[src/rtl/cordic_polar_post_pkg.sv]
// Shared constants for the CORDIC polar post-processing block.
//   - Q12.20 data format widths
//   - CORDIC mode codes (shared with the CORDIC core)
//   - PI in Q12.20 and the per-mode gain-compensation constants
//   - FSM state encoding and a gain lookup helper
package cordic_polar_post_pkg;

  localparam int DATA_W = 32;  // Q12.20 word width
  localparam int FRAC_W = 20;  // fractional bits
  localparam int GAIN_W = 22;  // unsigned gain constant width

  typedef enum logic [1:0] {
    MODE_CIRCULAR   = 2'd0,
    MODE_LINEAR     = 2'd1,
    MODE_HYPERBOLIC = 2'd2,
    MODE_RESERVED   = 2'd3
  } mode_e;

  localparam logic [DATA_W-1:0] PI = 32'h003243F7;

  // 1/K for each mode in Q2.20; LINEAR has unity gain.
  localparam logic [GAIN_W-1:0] GAIN_CIRCULAR   = 22'h09B74F;
  localparam logic [GAIN_W-1:0] GAIN_HYPERBOLIC = 22'h1351E8;
  localparam logic [GAIN_W-1:0] GAIN_LINEAR     = 22'h100000;

  typedef enum logic [1:0] {
    ST_IDLE,
    ST_MUL,
    ST_DONE
  } state_e;

  // Reserved code falls back to unity gain; the top flags it separately.
  function automatic logic [GAIN_W-1:0] gain_of(input mode_e m);
    case (m)
      MODE_CIRCULAR:   return GAIN_CIRCULAR;
      MODE_HYPERBOLIC: return GAIN_HYPERBOLIC;
      default:         return GAIN_LINEAR;
    endcase
  endfunction

endpackage

[src/rtl/cordic_polar_post_if.sv]
// Handshake bus of the CORDIC polar post-processing block.
//   in_valid/in_ready : accept one CORDIC_Vector result (mode, mag_in, angle_in, fold_in)
//   out_valid/out_ready : emit compensated result (mag_out, angle_out, sat_out, mode_err)
// slave  : view used by the block itself
// master : view used by whoever drives inputs and consumes results
interface cordic_polar_post_if #(
  parameter int WIDTH = 32
);
  logic             in_valid;
  logic             in_ready;
  logic [1:0]       mode;
  logic [WIDTH-1:0] mag_in;
  logic [WIDTH-1:0] angle_in;
  logic             fold_in;
  logic             out_valid;
  logic             out_ready;
  logic [WIDTH-1:0] mag_out;
  logic [WIDTH-1:0] angle_out;
  logic             sat_out;
  logic             mode_err;

  modport slave (
    input  in_valid, mode, mag_in, angle_in, fold_in, out_ready,
    output in_ready, out_valid, mag_out, angle_out, sat_out, mode_err
  );

  modport master (
    output in_valid, mode, mag_in, angle_in, fold_in, out_ready,
    input  in_ready, out_valid, mag_out, angle_out, sat_out, mode_err
  );
endinterface

[src/rtl/cordic_shift_add_mul.sv]
// Iterative signed x unsigned shift-add multiplier.
//   clock, reset_n : clock and synchronous active-low reset
//   start          : load operand/constant and begin (one-cycle pulse)
//   operand        : signed multiplicand
//   constant       : unsigned multiplier, consumed one bit per cycle, LSB first
//   done           : one-cycle pulse once all CW bits have been consumed
//   product        : signed WIDTH+CW bit result, valid from done onwards
module cordic_shift_add_mul #(
  parameter int WIDTH = 32,
  parameter int CW    = 22
) (
  input  logic                        clock,
  input  logic                        reset_n,
  input  logic                        start,
  input  logic signed [WIDTH-1:0]     operand,
  input  logic        [CW-1:0]        constant,
  output logic                        done,
  output logic signed [WIDTH+CW-1:0]  product
);

  localparam int PW    = WIDTH + CW;
  localparam int CNT_W = $clog2(CW);

  logic signed [PW-1:0] mcand;
  logic [CW-1:0]        coef;
  logic [CNT_W-1:0]     count;
  logic                 busy;

  // NOTE: sequential state uses non-blocking assignments so every register
  // samples the pre-edge values of the others.
  always_ff @(posedge clock) begin
    // NOTE: datapath registers are reset too; it costs little here and keeps
    // the product deterministic after an abandoned operation.
    if (!reset_n) begin
      busy    <= 1'b0;
      done    <= 1'b0;
      count   <= '0;
      mcand   <= '0;
      coef    <= '0;
      product <= '0;
    end else begin
      done <= 1'b0;
      if (start) begin
        product <= '0;
        mcand   <= {{CW{operand[WIDTH-1]}}, operand};
        coef    <= constant;
        count   <= '0;
        busy    <= 1'b1;
      end else if (busy) begin
        if (coef[0]) begin
          product <= product + mcand;
        end
        mcand <= mcand <<< 1;
        coef  <= coef >> 1;
        if (count == CNT_W'(CW - 1)) begin
          busy <= 1'b0;
          done <= 1'b1;
        end else begin
          count <= count + 1'b1;
        end
      end
    end
  end

endmodule

[src/rtl/cordic_polar_post.sv]
// CORDIC polar post-processing: removes the CORDIC gain from the vectoring
// magnitude (iterative multiply by 1/K, floor, saturate) and restores the
// quadrant of the angle when the input vector was folded (x<0).
//   clock, reset_n : clock and synchronous active-low reset
//   bus (slave)    : in_valid/in_ready + mode, mag_in, angle_in, fold_in;
//                    out_valid/out_ready + mag_out, angle_out, sat_out, mode_err
// Latency 23 cycles from the accepting edge; one result in flight at a time.
module cordic_polar_post
  import cordic_polar_post_pkg::*;
#(
  parameter int WIDTH = DATA_W,
  parameter int FRAC  = FRAC_W,
  parameter int CW    = GAIN_W
) (
  input  logic                clock,
  input  logic                reset_n,
  cordic_polar_post_if.slave  bus
);

  localparam int PW = WIDTH + CW;

  state_e                   state;
  mode_e                    mode_q;
  logic signed [WIDTH-1:0]  angle_q;
  logic                     fold_q;
  logic [WIDTH-1:0]         mag_q;
  logic [WIDTH-1:0]         angle_o;
  logic                     sat_q;
  logic                     err_q;

  logic                     accept;
  logic                     mul_done;
  logic signed [PW-1:0]     product;
  logic signed [PW-1:0]     shifted;
  logic                     clipped;
  logic [WIDTH-1:0]         mag_sat;
  logic [WIDTH-1:0]         angle_fix;

  assign accept        = bus.in_valid && (state == ST_IDLE);
  assign bus.in_ready  = (state == ST_IDLE);
  assign bus.out_valid = (state == ST_DONE);
  assign bus.mag_out   = mag_q;
  assign bus.angle_out = angle_o;
  assign bus.sat_out   = sat_q;
  assign bus.mode_err  = err_q;

  // The multiplier captures mag_in itself on the accepting edge.
  cordic_shift_add_mul #(
    .WIDTH (WIDTH),
    .CW    (CW)
  ) u_mul (
    .clock    (clock),
    .reset_n  (reset_n),
    .start    (accept),
    .operand  ($signed(bus.mag_in)),
    .constant (CW'(gain_of(mode_e'(bus.mode)))),
    .done     (mul_done),
    .product  (product)
  );

  // NOTE: every always_comb output gets a default first so no latch is inferred.
  always_comb begin
    // Floor division by 2^FRAC; the result fits WIDTH bits only when all bits
    // from WIDTH-1 upward agree with the sign.
    shifted = product >>> FRAC;
    clipped = !((&shifted[PW-1:WIDTH-1]) || !(|shifted[PW-1:WIDTH-1]));
    mag_sat = shifted[WIDTH-1:0];
    if (clipped) begin
      mag_sat = shifted[PW-1] ? {1'b1, {(WIDTH-1){1'b0}}} : {1'b0, {(WIDTH-1){1'b1}}};
    end

    // A folded input was rotated by PI; undo it, keeping the angle in (-PI, PI].
    angle_fix = angle_q;
    if (mode_q == MODE_CIRCULAR && fold_q) begin
      angle_fix = (angle_q <= 0) ? angle_q + WIDTH'(PI) : angle_q - WIDTH'(PI);
    end
  end

  always_ff @(posedge clock) begin
    if (!reset_n) begin
      state   <= ST_IDLE;
      mode_q  <= MODE_CIRCULAR;
      angle_q <= '0;
      fold_q  <= 1'b0;
      mag_q   <= '0;
      angle_o <= '0;
      sat_q   <= 1'b0;
      err_q   <= 1'b0;
    end else begin
      case (state)
        ST_IDLE: begin
          if (bus.in_valid) begin
            mode_q  <= mode_e'(bus.mode);
            angle_q <= bus.angle_in;
            fold_q  <= bus.fold_in;
            state   <= ST_MUL;
          end
        end
        ST_MUL: begin
          if (mul_done) begin
            mag_q   <= mag_sat;
            sat_q   <= clipped;
            angle_o <= angle_fix;
            err_q   <= (mode_q == MODE_RESERVED);
            state   <= ST_DONE;
          end
        end
        ST_DONE: begin
          if (bus.out_ready) begin
            state <= ST_IDLE;
          end
        end
        default: state <= ST_IDLE;
      endcase
    end
  end

endmodule

[src/flat_wrapper.sv]
// flat-port wrapper written by rule: the top's interface ports become plain ports
module cordic_polar_post_flat import cordic_polar_post_pkg::*;
#(
  parameter int WIDTH = DATA_W,
  parameter int FRAC  = FRAC_W,
  parameter int CW    = GAIN_W
)
  (clock, reset_n, bus_in_valid, bus_mode, bus_mag_in, bus_angle_in, bus_fold_in, bus_out_ready, bus_in_ready, bus_out_valid, bus_mag_out, bus_angle_out, bus_sat_out, bus_mode_err);
  cordic_polar_post_if #(.WIDTH(WIDTH)) bus_i ();
  input  logic clock;
  input  logic reset_n;
  input wire logic [$bits(bus_i.in_valid)-1:0] bus_in_valid;
  input wire logic [$bits(bus_i.mode)-1:0] bus_mode;
  input wire logic [$bits(bus_i.mag_in)-1:0] bus_mag_in;
  input wire logic [$bits(bus_i.angle_in)-1:0] bus_angle_in;
  input wire logic [$bits(bus_i.fold_in)-1:0] bus_fold_in;
  input wire logic [$bits(bus_i.out_ready)-1:0] bus_out_ready;
  output wire logic [$bits(bus_i.in_ready)-1:0] bus_in_ready;
  output wire logic [$bits(bus_i.out_valid)-1:0] bus_out_valid;
  output wire logic [$bits(bus_i.mag_out)-1:0] bus_mag_out;
  output wire logic [$bits(bus_i.angle_out)-1:0] bus_angle_out;
  output wire logic [$bits(bus_i.sat_out)-1:0] bus_sat_out;
  output wire logic [$bits(bus_i.mode_err)-1:0] bus_mode_err;
  assign bus_i.in_valid = bus_in_valid;
  assign bus_i.mode = bus_mode;
  assign bus_i.mag_in = bus_mag_in;
  assign bus_i.angle_in = bus_angle_in;
  assign bus_i.fold_in = bus_fold_in;
  assign bus_i.out_ready = bus_out_ready;
  assign bus_in_ready = bus_i.in_ready;
  assign bus_out_valid = bus_i.out_valid;
  assign bus_mag_out = bus_i.mag_out;
  assign bus_angle_out = bus_i.angle_out;
  assign bus_sat_out = bus_i.sat_out;
  assign bus_mode_err = bus_i.mode_err;
  cordic_polar_post #(.WIDTH(WIDTH), .FRAC(FRAC), .CW(CW)) u_core (.clock(clock), .reset_n(reset_n), .bus(bus_i));
endmodule
[config.mk]
export PLATFORM = sky130hd
export DESIGN_NAME = cordic_polar_post_flat
export DESIGN_NICKNAME = d
export VERILOG_FILES = /design/src/rtl/cordic_polar_post_pkg.sv /design/src/rtl/cordic_polar_post_if.sv /design/src/rtl/cordic_shift_add_mul.sv /design/src/rtl/cordic_polar_post.sv /design/src/flat_wrapper.sv
export SDC_FILE = /design/constraint.sdc
export NUM_CORES = 1
export LEC_CHECK = 0
export ABC_AREA = 1
export CAP_MARGIN = 20
export CORE_ASPECT_RATIO = 1.4
export CORE_MARGIN = 4
export CORE_UTILIZATION = 41
export CTS_CLUSTER_SIZE = 40
export DETAILED_ROUTE_END_ITERATION = 8
export PLACE_DENSITY_LB_ADDON = 0.3
export REMOVE_ABC_BUFFERS = 1
export SKIP_CTS_REPAIR_TIMING = 1
export SYNTH_ARGS = -nofsm -noshare
export SYNTH_HDL_FRONTEND = slang
export SYNTH_SLANG_ARGS = --single-unit
[constraint.sdc]
create_clock -name clock -period 4.5 [get_ports clock]
set_clock_uncertainty 0.2 [all_clocks]
set_input_delay 1.35 -clock clock [delete_from_list [all_inputs] [get_ports clock]]
set_output_delay 1.35 -clock clock [all_outputs]
set_load 0.1 [all_outputs]
After elaboration in Yosys (flattened, before gate mapping):

Cells that the tools add are included.

* word-level logic and storage cells: 65
* bits in registers: 240

* reduce and logical (&&, ||, !) cells: 18
* add/sub/neg operators: 4
* $lt $le $gt $ge: 1
* equality and inequality tests: 8
* bitwise gates (word level): 3
* muxes and demuxes: 17

Operators with widths (count)
* $mux W32: 4
* $mux W54: 2
* $add A54 B54 Y54: 1
* $mux W22: 2
* $pmux W21 S2: 1
* $add A32 B22 Y32 const B: 1
* $le A32 B1 Y1 const B: 1
* $sub A32 B22 Y32 const B: 1
* $reduce_and A2 Y1: 4
* $eq A2 B2 Y1 const B: 3
* $logic_not A2 Y1: 3
* $mux W2: 3
* $ne A2 B2 Y1 const B: 3
* $pmux W2 S3: 1
* $reduce_and A3 Y1: 2
* $reduce_or A3 Y1: 2
* $add A5 B1 Y5 const B: 1
* $eq A5 B5 Y1 const B: 1
* $mux W1: 4
* $not A1 Y1: 3
* $eq A2 B1 Y1 const B: 1
* $logic_and A1 B1 Y1: 2
* $logic_not A1 Y1: 2
* $reduce_bool A2 Y1: 1
* 2 further kinds: 2

Logic depth before layout (Yosys ltp):

* word-level depth: 4
* mapped depth: 22
* mapped depth without buffers: 22

Modules after synthesis:

From an unflattened synthesis, not the netlist that was laid out.

* cell total of the unflattened synthesis: 2815
* area total of the unflattened synthesis: 16844.9 um^2

Modules (own cells, without submodules)
* cordic_shift_add_mul: cells an instance 1788, instances 1, area each 10430.0 um^2
* cordic_polar_post: cells an instance 1027, instances 1, area each 6414.9 um^2

Least setup slack after synthesis:

Ideal clock, no wire load.

* kind: flip-flop to flip-flop
* from: register u_core.angle_q[7]
* to: register u_core.angle_o[16], in the netlist u_core.bus.angle_out[16]
* arrival time: 3025 ps
* slack: 1143 ps
* stages on the path, launching flop included: 18
* cell sequence: dfxtp_1 nor2_1 nand3_1 nor2_1 nand2_1 nor2_1 nor2_1 inv_1 ha_1 nand2_1 nor2_1 inv_1 o21bai_1 inv_1 nand3_1 nand2_1 o21ai_0 a21oi_1

* word-level cells in the longest chain between the ends: 3
* elaborated cells on any way between the ends: 5

Ends and longest elaborated chain
* from (decl): RTL line cordic_polar_post.sv:24 `logic signed [WIDTH-1:0] angle_q;`
* from (signal assigned): RTL line cordic_polar_post.sv:94 `angle_q <= bus.angle_in;`
* $sub A32 B22 Y32 (tied with other cells): RTL line cordic_polar_post.sv:75 `angle_fix = (angle_q <= 0) ? angle_q + WIDTH'(PI) : angle_q - WIDTH'(PI);`
* $mux W32 *: RTL line cordic_polar_post.sv:75
* $mux W32 *: RTL line cordic_polar_post.sv:74 `if (mode_q == MODE_CIRCULAR && fold_q) begin`
* to (signal assigned): RTL line cordic_polar_post.sv:103 `angle_o <= angle_fix;`
* to (decl): RTL line cordic_polar_post.sv:27 `logic [WIDTH-1:0] angle_o;`

Mark *: on every way between the ends. The rest lies on a longest branch, timed or not.
A chain may end at the register's enable or synchronous reset.

Worst setup path in the final report:

* from: register u_core.state[0]
* to: output port bus_in_ready

* word-level cells in the longest chain between the ends: 1

Ends and longest elaborated chain
* from (decl): RTL line cordic_polar_post.sv:22 `state_e state;`
* from (signal assigned): RTL line cordic_polar_post.sv:81 `state <= ST_IDLE;`
* from (signal assigned): RTL line cordic_polar_post.sv:96 `state <= ST_MUL;`
* from (signal assigned): RTL line cordic_polar_post.sv:105 `state <= ST_DONE;`
* $logic_not A2 Y1: RTL line cordic_polar_post.sv:40 `assign bus.in_ready = (state == ST_IDLE);`
* to (decl): RTL line flat_wrapper.sv:18 `output wire logic [$bits(bus_i.in_ready)-1:0] bus_in_ready;`

Every way passes these cells.

==> impl_metrics.toml <==
[worst_setup_path]
r2r_setup_slack_ps = 720
crit_buf_inv = 1
cp_slowest_cell = "clkdlybuf4s50_1"
end_kind = "output pin"
r2r_cells = 18
path_cells = "nor2_2 -> clkdlybuf4s50_1"
worst_setup_path_start_kind = "flop"
cp.required_ps = 2950
path_depth = 2
path_delay_family = "buffers and inverters"
criticalPathCategory = "reg2out"
worst_path_largest_cell_delay_ps = 1160
r2r_start = "u_core.angle_q[17]"
worstPathMaxFanout = 4
cp.arrival_ps = 2300
r2r-end = "u_core.bus.angle_out[16]"

[finish]
diodes = 0
fin_nets = 3003
drive_gt1_frac = 0.0524
area_delta_synth_final_pct = 17.0
instances_no_fill = 3393

[timing]
finalHoldViolCount = 0
clock.fmax_mhz = 260
timing.final.crit_period_ps = 3850
drv_slew = 0
max_slew_margin = 0.282
whs_ps = 261
worst_slew_pin_slew_ps = 1070
grt_setup_unrepaired = "no"
finalCritPeriodShare = 0.855
finalSetupViolCount = 0

[placement]
place_hpwl_um = 43400
io_buffer_count = 138
gp_congestion = 1.00
dpl.cell_count = 3343

[clock_network]
clk_pin_slew_ps = 60
numCtsBuffers = 27
cts_root_buffer = "clkbuf_16"
htreeDepth = 1
insertion_delay_ps = 580
clockBufferDepth = 3
cts_tree = "done"
cts.sinks = 239

[synthesis]
synth_xor_area_frac = 0.0203
synth_fa_ha_area_frac = 0.0673
netlist_area_um2 = 16400
syn_inst = 2749
synth-main-ff-cell = "dfxtp_1"
ys.warnings.count = 0
synthSimpleGateAreaFrac = 0.351
synth_compound_area_frac = 0.141
yosys_register_bits = 239
synth_edf_count = 0
synth_top_family_by_area = "simple AND/OR/NAND/NOR gates"
synth_mux_area_frac = 0
seq_area_frac_synth = 0.292
async_flop_share = 0
syn_avg_cell_area_um2 = 5.96
synth.distinct_cells = 39

[drt]
ant_nets = 0
vias_per_cell = 5.01
drtPass1Iterations = 5
wirelength_um = 55100
drt_iter0_markers = 914
post-route-drc-count = 0
routedWlPerCell_um = 16.2
vias = 17000

[floorplanning]
die_h_um = 245
coreArea_um2 = 39400
die_area_um2 = 43300
die_w_um = 177
placement_rows = 86
num_io_pins = 139
start_util = 0.416

[pwr]
pwr-share-comb = 0.197
power.share.sequential = 0.403
ir_worst_vdd_v = 0.000287
p_clk_frac = 0.400
p_sw_mw = 1.79
leakage_nw = 9.53
p_per_area_nw_per_um2 = 298
power_mw = 5.71
p_int_mw = 3.93
switching_share = 0.313

[worst_hold_path]
worstHoldStart = "u_core.bus.mag_out[18]"
holdPathStages = 2
hold_path_class = "reg2reg"
min_to = "u_core.bus.mag_out[18]"

[global_routing]
grt_overflow = 0
grt_max_degree = 76
grt_usage = 0.249
antenna_found_initial = 0
grt_pass1_vias = 17000
grt_pass1_wl_um = 87000

[flow_run]
maxCapViolCount = 0

[outcome]
status = "finished clean"
-- sequential cells by signal, indices dropped and copies added, names as in the netlist, 5 cells and up --
name                  count
u_core.u_mul.coef        21
u_core.bus.angle_out     32
u_core.u_mul.count        5
u_core.bus.mag_out       32
u_core.u_mul.mcand       54
u_core.angle_q           32
u_core.u_mul.product     54
-- power groups by stage --
stage,clock network (mW),registers [mW],logic [mW]
detailed placement,0,2.34,1.11
CTS,2.33,2.30,1.12
global placement,0,2.34,1.10
finish,2.29,2.30,1.12
floorplan,0,2.32,0.745
global route,2.41,2.31,1.26
-- stage by stage --
step	area, um2	setup TNS (ps)	utilization	setup slack [ps]
after global placement	18200	0	0.463	702
after detailed placement	18200	0	0.463	708
after CTS	19100	0	0.486	627
after global routing	19200	0	0.487	493
after floorplan	16000	-1900	-	-82.5
final	19200	0	0.487	652
-- layout by cell type (no fill, tap or decap), types with 2 or more instances in the layout --
master | Yosys | final
buf_4 | 0 | 19
a211oi_1 | 2 | 2
a21oi_2 | 3 | 3
a21oi_1 | 222 | 222
nor3_2 | 5 | 5
clkdlybuf4s50_1 | 0 | 136
nand2_2 | 16 | 15
nor2_4 | 6 | 6
nand3_1 | 149 | 148
nand3_2 | 7 | 7
clkbuf_8 | 0 | 6
o211ai_1 | 3 | 3
o21ai_1 | 7 | 7
nand4_1 | 24 | 24
xnor2_1 | 3 | 3
o21a_1 | 5 | 5
and2_1 | 3 | 3
or2_2 | 3 | 3
ha_1 | 85 | 85
nor2_1 | 281 | 280
a31oi_1 | 31 | 30
inv_1 | 444 | 443
o21ai_0 | 153 | 153
xor2_1 | 35 | 35
inv_2 | 13 | 13
clkinv_2 | 0 | 4
dfxtp_1 | 239 | 239
clkbuf_1 | 58 | 6
clkbuf_16 | 0 | 27
nand3b_1 | 2 | 2
fa_1 | 2 | 2
nor2_2 | 27 | 28
a21o_1 | 2 | 2
bufinv_16 | 0 | 2
nor3_1 | 11 | 11
clkinv_4 | 0 | 2
o21bai_1 | 7 | 7
nand2_1 | 862 | 862
-- Yosys cell counts (3+ instances only) --
cell      instances  share of area
nand2_2          16         0.0061
o21a_1            5         0.0023
ha_1             85          0.065
o211ai_1          3         0.0014
inv_2            13         0.0030
a21oi_2           3         0.0016
a31oi_1          31          0.012
dfxtp_1         239           0.29
o21ai_0         153          0.047
and2_1            3         0.0011
nor2_2           27          0.010
nand3_1         149          0.046
xor2_1           35          0.019
inv_1           444           0.10
nand4_1          24         0.0092
nor2_1          281          0.064
buf_1             5         0.0011
o21bai_1          7         0.0032
a21oi_1         222          0.068
nor2_4            6         0.0041
xnor2_1           3         0.0016
o21ai_1           7         0.0021
or2_2             3         0.0011
nand2_1         862           0.20
clkbuf_1         58          0.013
nand3_2           7         0.0043
nor3_2            5         0.0031
buf_2            28         0.0086
nor3_1           11         0.0034
-- layout make-up --
type	count	area (um2)
fill	4213	20200
timing repair buffer	158	1560
sequential	239	4780
clock inverter	10	133
multi-input combinational	1961	9530
clock buffer	39	781
tap	528	661
inverter	458	1720
-- per-layer routing --
metal | part of all wire | vias up | GRT usage
li1 | - | 8771 | -
met1 | 0.37 | 7700 | 0.255
met2 | 0.54 | 387 | 0.490
met3 | 0.040 | 133 | 0.0252
met4 | 0.057 | 0 | 0.127
met5 | 0 | - | 0
-- worst register-to-register path, stage by stage (launching register included) --
cell,delay [ps]
dfxtp_1,360
inv_1,80
nand4_1,130
nor2_1,50
nand2_1,140
nor2_1,80
nor2_1,160
buf_4,310
inv_1,300
ha_1,440
nand2_1,110
nor2_1,300
inv_1,70
o21bai_1,350
inv_1,100
nand3_1,100
nand2_1,50
o21ai_0,240
a21oi_1,100
-- worst max path at each step --
stage,end,start,slack (ps)
floorplan,u_core.u_mul.mcand[31],bus_in_valid,-80
global placement,u_core.bus.angle_out[16],u_core.angle_q[17],700
detailed placement,u_core.u_mul.mcand[39],bus_in_valid,710
CTS,bus_in_ready,u_core.state[0],630
global route,u_core.bus.angle_out[16],u_core.angle_q[18],490
finish,bus_in_ready,u_core.state[0],650
-- cell families after synthesis --
kind of cell               Yosys count
and+or+nand+nor                   1397
buffers and inverters              549
AOI/OAI and AO/OA                  439
DFF                                239
xor gates and xnor gates            38
adders and majority gates           87
Power figures use the tool's default switching activity.
